`config.mk`:
```
export PLATFORM = sky130hd
export DESIGN_NAME = timer_cmp_flat
export DESIGN_NICKNAME = d
export VERILOG_FILES = /design/src/rtl/timer_cmp_if.sv /design/src/rtl/timer_cmp.sv /design/src/flat_wrapper.sv
export SDC_FILE = /design/constraint.sdc
export NUM_CORES = 1
export LEC_CHECK = 0
export ABC_AREA = 1
export BUFFER_PORTS_ARGS = -buffer_cell sky130_fd_sc_hd__buf_2
export CAP_MARGIN = 10
export CORE_MARGIN = 1
export CORE_UTILIZATION = 51
export CTS_CLUSTER_SIZE = 8
export DETAILED_ROUTE_END_ITERATION = 8
export MAX_ROUTING_LAYER = met4
export PLACE_DENSITY = 0.69
export RECOVER_POWER = 25
export SLEW_MARGIN = 15
export SYNTH_ARGS = -nofsm -noshare
export SYNTH_HDL_FRONTEND = slang
export SYNTH_SLANG_ARGS = --single-unit
```
`constraint.sdc`:
```
create_clock -name clock -period 4.3 [get_ports clock]
set_input_delay 0.645 -clock clock [delete_from_list [all_inputs] [get_ports clock]]
set_output_delay 0.645 -clock clock [all_outputs]
set_load 0.01 [all_outputs]
```
`src/rtl/timer_cmp_if.sv`:
```
// Data-bus port bundle for timer_cmp: registered-read peripheral bus plus
// the per-channel level interrupts.
interface timer_cmp_if #(
    parameter int N_CMP = 2
);
    logic             sel;
    logic             we;
    logic [31:0]      addr;
    logic [31:0]      din;
    logic [31:0]      dout;
    logic [N_CMP-1:0] irq;

    modport master (output sel, we, addr, din, input dout, irq);
    modport slave  (input sel, we, addr, din, output dout, irq);
endinterface

```
`src/rtl/timer_cmp.sv`:
```
// Memory-mapped system timer: prescaled CNT_W-bit counter, tear-free LO/HI
// reads through a shadow register, and N_CMP level-interrupt compare channels.
module timer_cmp #(
    parameter int CNT_W   = 64,
    parameter int N_CMP   = 2,
    parameter int PRESC_W = 8
) (
    input  logic       clock,
    input  logic       reset,
    timer_cmp_if.slave bus
);
    localparam int HW = CNT_W - 32;

    logic [CNT_W-1:0]            r_count;
    logic [HW-1:0]               r_hi_shadow;
    logic [PRESC_W-1:0]          r_pcnt;
    logic [PRESC_W-1:0]          r_presc;
    logic                        r_en;
    logic [N_CMP-1:0]            r_ie;
    logic [N_CMP-1:0]            r_irq;
    logic [N_CMP-1:0][CNT_W-1:0] r_cmp;
    logic [31:0]                 r_dout;

    logic [4:0]  w_idx;
    logic        w_wr;
    logic        w_rd;
    logic        w_tick;
    logic [31:0] w_rdata;
    logic        w_unused_addr;

    assign w_idx         = bus.addr[6:2];
    assign w_wr          = bus.sel & bus.we;
    assign w_rd          = bus.sel & ~bus.we;
    assign w_tick        = r_en && (r_pcnt == r_presc);
    assign w_unused_addr = ^{bus.addr[31:7], bus.addr[1:0]};

    // A CTRL write restarts the prescaler phase; a tick in that same cycle
    // still lands because it was decided on the old settings.
    always_ff @(posedge clock or negedge reset) begin
        if (!reset) begin
            r_en    <= 1'b0;
            r_presc <= '0;
            r_ie    <= '0;
            r_pcnt  <= '0;
        end else if (w_wr && w_idx == 5'd2) begin
            r_en    <= bus.din[0];
            r_presc <= bus.din[8 +: PRESC_W];
            r_ie    <= bus.din[24 +: N_CMP];
            r_pcnt  <= '0;
        end else if (w_tick) begin
            r_pcnt <= '0;
        end else if (r_en) begin
            r_pcnt <= r_pcnt + PRESC_W'(1);
        end
    end

    // Bus writes to either half beat a coincident tick; that tick is dropped.
    always_ff @(posedge clock or negedge reset) begin
        if (!reset) begin
            r_count <= '0;
        end else if (w_wr && w_idx == 5'd0) begin
            r_count[31:0] <= bus.din;
        end else if (w_wr && w_idx == 5'd1) begin
            r_count[CNT_W-1:32] <= bus.din[HW-1:0];
        end else if (w_tick) begin
            r_count <= r_count + CNT_W'(1);
        end
    end

    always_ff @(posedge clock or negedge reset) begin
        if (!reset) begin
            r_cmp <= '1;
        end else if (w_wr) begin
            for (int i = 0; i < N_CMP; i++) begin
                if (w_idx == 5'(4 + 2*i)) r_cmp[i][31:0]       <= bus.din;
                if (w_idx == 5'(5 + 2*i)) r_cmp[i][CNT_W-1:32] <= bus.din[HW-1:0];
            end
        end
    end

    always_ff @(posedge clock or negedge reset) begin
        if (!reset) begin
            r_irq <= '0;
        end else begin
            for (int i = 0; i < N_CMP; i++)
                r_irq[i] <= r_ie[i] && (r_count >= r_cmp[i]);
        end
    end

    always_comb begin
        w_rdata = '0;
        case (w_idx)
            5'd0: w_rdata = r_count[31:0];
            5'd1: w_rdata = 32'(r_hi_shadow);
            5'd2: begin
                w_rdata[0]              = r_en;
                w_rdata[8 +: PRESC_W]   = r_presc;
                w_rdata[24 +: N_CMP]    = r_ie;
            end
            5'd3: w_rdata = 32'(r_irq);
            default: begin
                for (int i = 0; i < N_CMP; i++) begin
                    if (w_idx == 5'(4 + 2*i)) w_rdata = r_cmp[i][31:0];
                    if (w_idx == 5'(5 + 2*i)) w_rdata = 32'(r_cmp[i][CNT_W-1:32]);
                end
            end
        endcase
    end

    // The shadow grabs the upper half in the same edge as the LO read so a
    // following HI read pairs with it even across a 32-bit carry.
    always_ff @(posedge clock or negedge reset) begin
        if (!reset) begin
            r_dout      <= '0;
            r_hi_shadow <= '0;
        end else if (w_rd) begin
            r_dout <= w_rdata;
            if (w_idx == 5'd0) r_hi_shadow <= r_count[CNT_W-1:32];
        end
    end

    assign bus.dout = r_dout;
    assign bus.irq  = r_irq;
endmodule
```
`src/flat_wrapper.sv`:
```
// flat-port wrapper written by rule: the top's interface ports become plain ports
module timer_cmp_flat 
#(
    parameter int CNT_W   = 64,
    parameter int N_CMP   = 2,
    parameter int PRESC_W = 8
)
  (clock, reset, bus_sel, bus_we, bus_addr, bus_din, bus_dout, bus_irq);
  timer_cmp_if #(.N_CMP(N_CMP)) bus_i ();
  input  logic clock;
  input  logic reset;
  input wire logic [$bits(bus_i.sel)-1:0] bus_sel;
  input wire logic [$bits(bus_i.we)-1:0] bus_we;
  input wire logic [$bits(bus_i.addr)-1:0] bus_addr;
  input wire logic [$bits(bus_i.din)-1:0] bus_din;
  output wire logic [$bits(bus_i.dout)-1:0] bus_dout;
  output wire logic [$bits(bus_i.irq)-1:0] bus_irq;
  assign bus_i.sel = bus_sel;
  assign bus_i.we = bus_we;
  assign bus_i.addr = bus_addr;
  assign bus_i.din = bus_din;
  assign bus_dout = bus_i.dout;
  assign bus_irq = bus_i.irq;
  timer_cmp #(.CNT_W(CNT_W), .N_CMP(N_CMP), .PRESC_W(PRESC_W)) u_core (.clock(clock), .reset(reset), .bus(bus_i));
endmodule
```
After elaboration in Yosys (flattened, before gate mapping)
Index checks and enable logic that the tools add are counted.

word-level totals
  bits in registers = 277

cells by class
  bitwise logic cells = 4
  $add $sub $neg = 2
  order comparisons = 2
  mux-type cells = 17
  reduce and logical (&&, ||, !) cells = 18
  equality and inequality tests = 9

operators by type and width
  operator                                             count
  two-way mux 32 bit                                   7
  >= comparator 64 bit                                 2
  adder 64 x 1 -> 64 bit, second input constant        1
  two-way mux 64 bit                                   1
  case mux 8 bit (4 select lines)                      1
  case mux 7 bit (4 select lines)                      1
  two-way mux 8 bit                                    3
  case mux 8 bit (3 select lines)                      1
  equality test 5 x 3 -> 1 bit, second input constant  4
  case mux 6 bit (3 select lines)                      1
  AND reduction 2 bit                                  7
  equality test 5 x 2 -> 1 bit, second input constant  2
  adder 8 x 1 -> 8 bit, second input constant          1
  equality test 8 bit                                  1
  case mux 2 bit (4 select lines)                      1
  logical AND 1 bit                                    6
  equality test 5 x 1 -> 1 bit, second input constant  1
  logical NOT 5 bit                                    1
  case mux 1 bit (4 select lines)                      1
  nonzero test 2 bit                                   2
  nonzero test 3 bit                                   1
  bitwise AND 1 bit                                    2
  != test 2 x 1 -> 1 bit, second input constant        1
  NOT 1 bit                                            2
  OR reduction 2 bit                                   1

Longest topological paths before layout
Gate-level depths: netlist (run 1).

  word-level depth = 6
  gate-level depth with buffers = 15
  mapped depth without buffers = 15

Least setup slack after synthesis (run 1)
OpenSTA, ideal clock, no wires.

  kind = in2reg
  start point = input bus_addr[3]
  end point = register u_core.r_count[42]
  setup slack = 2.455 ns
  required time = 4.183 ns
  arrival = 1.727 ns
  stages = 9
  cell sequence = nor2_2 > inv_2 > nor2_4 > nand2_2 > nand2_2 > clkinv_2 > buf_6 > nand3_1 > nand2_1

on the way
  word-level cells in the longest chain between the ends = 4
  elaborated cells on any way between the ends = 8

RTL lines
  element                                                                   line                              text
  start: declaration                                                        flat_wrapper.sv:14                input wire logic [$bits(bus_i.addr)-1:0] bus_addr;
  equality test 5 x 1 -> 1 bit / logical NOT 5 bit (equally long branches)  timer_cmp.sv:63, timer_cmp.sv:61
  logical AND 1 bit, on equally long branches                               timer_cmp.sv:63, timer_cmp.sv:61
  nonzero test 2 bit (no source line) / NOT 1 bit (equally long branches)   n/a
  AND reduction 2 bit (no source line)                                      n/a
  end signal: indexed assignment                                            timer_cmp.sv:64                   r_count[CNT_W-1:32] <= bus.din[HW-1:0];
  end signal: assignment                                                    timer_cmp.sv:66                   r_count <= r_count + CNT_W'(1);
  end: declaration                                                          timer_cmp.sv:14                   logic [CNT_W-1:0] r_count;

Several ways; a longest one is shown, not always the timed one.
A chain may end at the register's enable or synchronous reset.

Final worst setup path (run 1)
  start point = register u_core.r_cmp[91] in the netlist's numbering
  end point = register u_core.r_irq[1] (netlist: u_core.bus.irq[1])

on the way
  word-level cells in the longest chain between the ends = 2

RTL lines
  element                           line             text
  start: declaration                timer_cmp.sv:21  logic [N_CMP-1:0][CNT_W-1:0] r_cmp;
  start signal: indexed assignment  timer_cmp.sv:75  if (w_idx == 5'(4 + 2*i)) r_cmp[i][31:0] <= bus.din;
  start signal: indexed assignment  timer_cmp.sv:76  if (w_idx == 5'(5 + 2*i)) r_cmp[i][CNT_W-1:32] <= bus.din[HW-1:0];
  >= comparator 64 bit              timer_cmp.sv:86  r_irq[i] <= r_ie[i] && (r_count >= r_cmp[i]);
  logical AND 1 bit                 timer_cmp.sv:86
  end signal: indexed assignment    timer_cmp.sv:86
  end: declaration                  timer_cmp.sv:20  logic [N_CMP-1:0] r_irq;

No other way between the ends.

==> impl_metrics.ini, run 1 <==
[run_status]
status = finished, violations left
failed_checks = max-capacitance violations, max-slew violations

[die]
rows = 68
core_sq_um = 34600
die-area_sq_um = 36000
initial_utilization_pct = 51.9
die_w_um = 190
die_h_um = 190
num_io_pins = 102

[clock_network]
cts_resized = 0
hold_buffers = 0
cts_buffers = 40
clkTransAtPathRegs_ns = 0.06
cts_setup_buffers = 0
cts_max_level = 2
root_buffer = clkbuf_16
cts_tree = done
clk_latency_ns = 0.57
cts.sinks = 277
clock_path_buffers = 3

[hold_path]
hold_start = bus_din[23]
holdPathEnd = u_core.r_count[23]$_DFFE_PN0P_
min_path_type = in2reg
hold_path_depth = 3

[setup_path]
path_cells = inv_1 -> ha_1 -> nand2_1 -> nor2_1 -> nand2_1 -> nor2_1 -> nand3_1 -> nand2_1 -> nor2_1 -> nand2_1 -> nand2_1 -> a21boi_0
critPathKind = reg2reg
r2r_slack_ns = 1.33
cpMostUsedCell = nand2_1
reg2reg_to = u_core.bus.irq[1]$_DFF_PN0_
arrival_ns = 3.41
end_kind = flop
reg2reg_from = u_core.r_cmp[91]$_DFFE_PN1P_
worst-path-max-fanout = 2
cp-start-kind = flop
cpPeakStageDelay_ns = 0.52
ff2ff_path_depth = 12
crit_slowest_cell = dfstp_2
worstPathRequired_ns = 4.74

[synth]
synth_edf_count = 0
synth.cell_area_sq_um = 18000
ys_async_sr_fraction_pct = 100
ys_seq_area_share_pct = 39.5
syn_area_per_cell_sq_um = 7.28
ys_ff_latch = 277
yosysWarningCount = 0
postSynthCellCount = 2467
synth_fp_nets = 2665
ys.flop_type = dfrtp_1
ys_types = 46

[finish]
seqCellArea_sq_um = 7090
final_nets = 2726
synthToLayoutAreaGrowth_pct = 11.0
nFillCells = 3237
layout-drive-gt1-share_pct = 12.2
multiInputGateArea_sq_um = 9330

[routing]
wl_per_cell_um = 23.0
drt_iter0_markers = 2149
via_per_inst = 5.88
detail-route-antenna-nets = 0
wl_um = 69400
dr.pass1.iters = 6
vias = 17700
drcViolationCount = 0

[global_routing]
grt_max_degree = 114
grt_pass1_vias = 16500
grt.overflow.total = 0
antenna_found_initial = 4
grt_pass1_wl_um = 104000
track_usage_pct = 40.3

[place]
dp_slack_ns = 0.874
gp_congestion = 1.02
portBuffers = 74
hpwl_um = 52500

[sta]
clock.fmax_mhz = 337
worst_pin_slew_ns = 3.04
period_needed_ns = 2.97
fin_ws_ns = 1.33
period_share_pct = 69.1
skew_ns = 0.0214
hold_violations = 0
max-slew-margin-rel_pct = -103
finalSetupViolCount = 0
slew_viol_final = 113
timing.hold.ws_ns = 0.326
finalSetupTns_ns = 0
rsz0062_at_grt = no

[flow_run]
maxCapViolCount = 1

[pwr]
ir_drop_v = 0.000423
p_leak_nw = 9.37
power_density_nw_per_um2 = 551
-- where the power goes --
part / switching (W) / internal [W]
sequential: 0.000883 / 0.00326
combinational: 0.00249 / 0.00132
clock: 0.00123 / 0.00180
-- synthesized netlist by cell type (3+ instances only) --
| library cell | count | share of area (%) |
|---|---|---|
| inv_2 | 6 | 0.13 |
| nand2_1 | 774 | 16 |
| nor2_1 | 186 | 3.9 |
| dfrtp_1 | 149 | 21 |
| xnor2_1 | 6 | 0.29 |
| buf_2 | 20 | 0.56 |
| buf_4 | 3 | 0.13 |
| a21oi_1 | 68 | 1.9 |
| nor3_1 | 37 | 1.0 |
| nor2_4 | 6 | 0.38 |
| clkinv_1 | 4 | 0.084 |
| o21a_1 | 5 | 0.21 |
| o21ai_1 | 13 | 0.36 |
| a221oi_1 | 9 | 0.44 |
| xor2_1 | 26 | 1.3 |
| o221ai_1 | 26 | 1.3 |
| nand4_1 | 37 | 1.3 |
| clkbuf_1 | 53 | 1.1 |
| nand3b_1 | 3 | 0.13 |
| nand2_2 | 7 | 0.24 |
| inv_1 | 305 | 6.4 |
| ha_1 | 130 | 9.1 |
| nor4_1 | 3 | 0.10 |
| o21ai_0 | 247 | 6.9 |
| nor2_2 | 6 | 0.21 |
| nand3_1 | 141 | 3.9 |
| o211ai_1 | 35 | 1.5 |
| nor3_2 | 4 | 0.22 |
| buf_6 | 4 | 0.25 |
| o22ai_1 | 6 | 0.21 |
| dfstp_2 | 128 | 19 |
-- cells in the final DEF, fill, tap and decap left out, types with 6 or more instances in the layout --
cell type	synthesis	final
inv_2	6	6
clkbuf_1	53	27
xor2_1	26	26
o211ai_1	35	35
clkbuf_16	0	42
nor2_2	6	7
buf_4	3	23
nand2_2	7	10
xnor2_1	6	6
inv_1	305	305
nor3_1	37	37
a221oi_1	9	9
nand2_1	774	771
dfrtp_1	149	149
o21ai_0	247	247
nor2_4	6	6
nand3_1	141	141
nand4_1	37	37
dfstp_2	128	128
o21ai_1	13	13
a21oi_1	68	68
ha_1	130	130
o221ai_1	26	26
o22ai_1	6	6
buf_2	20	73
nor2_1	186	185
-- state kept, by name, summed over array words and instances (netlist names), 2 cells and up --
name	count
u_core.r_ie	2
u_core.r_pcnt	8
u_core.r_presc	8
u_core.bus.irq	2
u_core.r_count	64
u_core.r_hi_shadow	32
u_core.bus.dout	32
u_core.r_cmp	128
-- how the worst max path moves through the flow --
stage / end / slack [ns] / start / cells after the start
2_1_floorplan: u_core.r_count[42]$_DFFE_PN0P_ / 2.46 / bus_addr[3] / 9
3_3_place_gp: u_core.r_count[18]$_DFFE_PN0P_ / 1.00 / bus_addr[3] / 10
3_5_place_dp: u_core.r_count[27]$_DFFE_PN0P_ / 0.87 / bus_addr[3] / 10
4_1_cts: u_core.bus.irq[1]$_DFF_PN0_ / 1.40 / u_core.r_cmp[91]$_DFFE_PN1P_ / 12
5_1_grt: u_core.bus.dout[4]$_DFFE_PN0P_ / 0.93 / reset / 2
6_report: u_core.bus.irq[1]$_DFF_PN0_ / 1.33 / u_core.r_cmp[91]$_DFFE_PN1P_ / 12
-- kinds of logic (layout without fill, tap and decap cells) --
group,count (synthesis),in the layout,share of synthesized area (%)
simple gates,1212,1212,28.0
xor+xnor,32,32,1.56
fa+ha+maj,130,130,9.05
compound gates,418,418,13.1
other cells,0,3,0
mux,2,2,0.125
buf+inv,396,485,8.65
flops,277,277,39.5
-- metal layers --
layer | routed length, um | share of wire, % | global-route usage [%]
met1 | 30800 | 44 | 56.4
met5 | 0 | 0 | -
met3 | 6220 | 9.0 | 6.68
met2 | 30000 | 43 | 58.6
met4 | 2350 | 3.4 | 14.8
-- critical path: cells and delay by family (launching register included) --
| family | cells | cell delay, ns |
|---|---|---|
| buf+inv | 1 | 0.06 |
| fa+ha+maj | 1 | 0.30 |
| simple gates | 9 | 1.68 |
| flops | 1 | 0.52 |
| compound gates | 1 | 0.28 |
-- cell type report --
class	count	share of cell area, %
Multi-Input combinational cell	1794	46.8
Sequential cell	277	35.6
Inverter	316	5.95
Clock buffer	69	5.78
Timing Repair Buffer	99	2.92
Tap cell	455	2.85
Clock inverter	1	0.0816
Antenna cell	3	0.0376
-- through the flow --
stage,util [%],total power (W),instance area (sq um),cells
floorplan,-,0.00635,18000,2467
global placement,54.2,0.00768,18800,2941
detailed placement,54.2,0.00783,18800,2941
CTS,57.6,0.0109,19900,3011
global route,57.6,0.0116,19900,3014
finish,57.6,0.0110,19900,3014
No activity file was read; power rests on OpenSTA's default activity.
==> inputs of run 2 (changes only) <==
--- a/config.mk
+++ b/config.mk
@@ -5,7 +5,7 @@
 export SDC_FILE = /design/constraint.sdc
 export NUM_CORES = 1
 export LEC_CHECK = 0
-export ABC_AREA = 1
+export ABC_AREA = 0
 export BUFFER_PORTS_ARGS = -buffer_cell sky130_fd_sc_hd__buf_2
 export CAP_MARGIN = 10
 export CORE_MARGIN = 1
==> constraint.sdc (replaced) <==
create_clock -name clock -period 3 [get_ports clock]
set_input_delay 0.45 -clock clock [delete_from_list [all_inputs] [get_ports clock]]
set_output_delay 0.45 -clock clock [all_outputs]
set_load 0.01 [all_outputs]
==> run 2 against run 1 <==
The flow still finishes with violations (max-capacitance violations, max-slew violations). Sequential share of layout area rose by 1.5 points. Global-route usage fell by 6.4 points. Critical path depth shrank 6. Synthesized area decreased by 7.5%. Flip-flop and latch count unchanged. Largest cell class unchanged. Highest routed layer unchanged.
==> impl_metrics.ini, run 2 <==
[finish]
largest_reg_flops = 128
layout-drive-gt1-share_pct = 22.9
layout_common_cells = nand2_1 (250), o21ai_0 (212), dfrtp_1 (149), inv_1 (144), ha_1 (130)
diodes = 0
final_common_cell = nand2_1
regMostFlops = u_core.r_cmp
reg.largest.list = u_core.r_cmp x128, u_core.r_count x64
synthToLayoutAreaGrowth_pct = 15.2
final_nets = 2101

[setup_path]
worst-path-max-fanout = 9
end_kind = flop
cp-start-kind = flop
worstPathRequired_ns = 3.46
critPathKind = reg2reg
arrival_ns = 3.32

[routing]
drt_iter0_markers = 1357
drcViolationCount = 0
wl_per_cell_um = 22.6
vias = 14700
wl_um = 53600
via_per_inst = 6.19
detail-route-antenna-nets = 0
dr.pass1.iters = 5

[pwr]
power.internal_w = 0.00822
p_leak_nw = 8.81
ir_drop_v = 0.000419
combinationalPowerShare_pct = 23.6
power_density_nw_per_um2 = 634
switchingPower_w = 0.00392
seqPwrFrac_pct = 41.6
clkPwrFrac_pct = 34.8
p_sw_share_pct = 32.3

[sta]
skew_ns = 0.0144
max-slew-margin-rel_pct = -48.8
timing.hold.ws_ns = 0.207
hold_violations = 0
rsz0062_at_grt = no
fin_ws_ns = 0.139
clock.fmax_mhz = 350
worst_pin_slew_ns = 2.23
finalSetupTns_ns = 0
finalSetupViolCount = 0
period_needed_ns = 2.86
slew_viol_final = 86
period_share_pct = 95.4

[flow_run]
maxCapViolCount = 1

[global_routing]
grt.overflow.total = 0
grt_pass1_wl_um = 84300
grt_max_degree = 86
track_usage_pct = 33.9
grt_pass1_vias = 14600
antenna_found_initial = 0

[clock_network]
clock_path_buffers = 3
cts.sinks = 277
clkTransAtPathRegs_ns = 0.05
cts_max_level = 2
cts_buffers = 40
clk_latency_ns = 0.53
root_buffer = clkbuf_16
cts_tree = done

[hold_path]
min_path_type = in2reg

[die]
die_h_um = 183
die_w_um = 183
num_io_pins = 102
rows = 65
initial_utilization_pct = 52.3
core_sq_um = 31800
die-area_sq_um = 33300

[place]
dp_slack_ns = 0.191
hpwl_um = 38500
portBuffers = 74
gp_congestion = 0.979

[synth]
postSynthCellCount = 1782
synth.cell_area_sq_um = 16600
synth_top_area_share_pct = 22.4
ys_async_sr_fraction_pct = 100
synthTopCellsByCount = nand2_1 (250), o21ai_0 (212), dfrtp_1 (149)
synthTopCellsByArea = dfrtp_1 (22%), dfstp_2 (20%), ha_1 (9.8%)
synth_fp_nets = 1980
yosysWarningCount = 0
ys_types = 72
yosysMostFrequentCell = nand2_1
ys_ff_latch = 277
syn_area_per_cell_sq_um = 9.33
synth_top_cell_by_area = dfrtp_1
ys.flop_type = dfrtp_1
ys_seq_area_share_pct = 42.7
synth_edf_count = 0

[run_status]
status = finished, violations left
failed_checks = max-capacitance violations, max-slew violations
[run 2: cell count changes after synthesis, moves of 27 or more]
cell / before / now
mux2_2: 2 / 68
inv_1: 305 / 144
clkbuf_1: 53 / 80
nand2_1: 774 / 250
o21ai_0: 247 / 212
mux2i_1: 0 / 34
nand3_1: 141 / 47
a22oi_1: 0 / 32
nor2_1: 186 / 47
[run 2: stage by stage]
step           util [%]  instances  power [W]  cell area (sq um)
2_1_floorplan         -       1782    0.00672              16600
3_3_place_gp       56.7       2295    0.00776              18000
3_5_place_dp       56.7       2295    0.00790              18000
4_1_cts            60.3       2369     0.0122              19200
5_1_grt            60.2       2369     0.0127              19100
6_report           60.2       2369     0.0121              19100
[run 2: cells by family after synthesis]
| family | Yosys count | synth area share [%] |
|---|---|---|
| compound gates | 483 | 18.3 |
| xor+xnor | 37 | 1.95 |
| fa+ha+maj | 130 | 9.79 |
| buf+inv | 241 | 5.92 |
| flops | 277 | 42.7 |
| mux | 103 | 6.79 |
| simple gates | 511 | 14.6 |
[run 2: final cells by class]
| cell class | instances | area (sq um) |
|---|---|---|
| Multi-Input combinational cell | 1264 | 8600 |
| Fill cell | 2740 | 12600 |
| Timing Repair Buffer | 176 | 1210 |
| Inverter | 144 | 541 |
| Tap cell | 435 | 544 |
| Clock inverter | 2 | 17.5 |
| Sequential cell | 277 | 7090 |
| Clock buffer | 71 | 1140 |
[run 2: worst paths after layout]
| kind | cells after the start | end | slack (ns) | start |
|---|---|---|---|---|
| max | 6 | u_core.r_count[55]$_DFFE_PN0P_ | 0.14 | u_core.r_count[12]$_DFFE_PN0P_ |
| min | 3 | u_core.r_cmp[99]$_DFFE_PN1P_ | 0.21 | bus_din[3] |
| max reg2reg | 6 | u_core.r_count[55]$_DFFE_PN0P_ | 0.14 | u_core.r_count[12]$_DFFE_PN0P_ |
| min reg2reg | 1 | u_core.bus.dout[0]$_DFFE_PN0P_ | 0.47 | u_core.bus.dout[0]$_DFFE_PN0P_ |
| max in group asynchronous | 3 | u_core.r_cmp[13]$_DFFE_PN1P_ | 0.39 | reset |
| min in group asynchronous | 2 | u_core.bus.dout[19]$_DFFE_PN0P_ | 1.14 | reset |
[run 2: worst max-delay path, cell delays in order (launching register included)]
cell	delay, ns
dfrtp_1	0.38
nand4_2	0.12
or4_1	0.62
or4b_4	0.59
or4_4	0.51
or4_1	0.50
nand3_1	0.09
[run 2: power groups by stage]
stage          clock (W)  combinational (W)  sequential (W)
6_report         0.00422            0.00286         0.00505
5_1_grt          0.00442            0.00321         0.00511
4_1_cts          0.00429            0.00284         0.00503
3_5_place_dp           0            0.00281         0.00508
3_3_place_gp           0            0.00271         0.00505
2_1_floorplan          0            0.00174         0.00497
[run 2: layer usage]
metal | share of wire [%] | up-vias | global-route usage, %
met5 | 0 | - | -
met4 | 4.7 | 0 | 15.1
met3 | 7.1 | 150 | 4.73
met2 | 47 | 615 | 53.7
met1 | 42 | 7213 | 43.4
li1 | - | 6683 | -
[run 2: what timing repair did]
| action | CTS | global route |
|---|---|---|
| gates resized for setup | 0 | 0 |
| setup buffers | 0 | 0 |
| hold buffers | 1 | 0 |
| hold endpoints to repair | 31 | 0 |
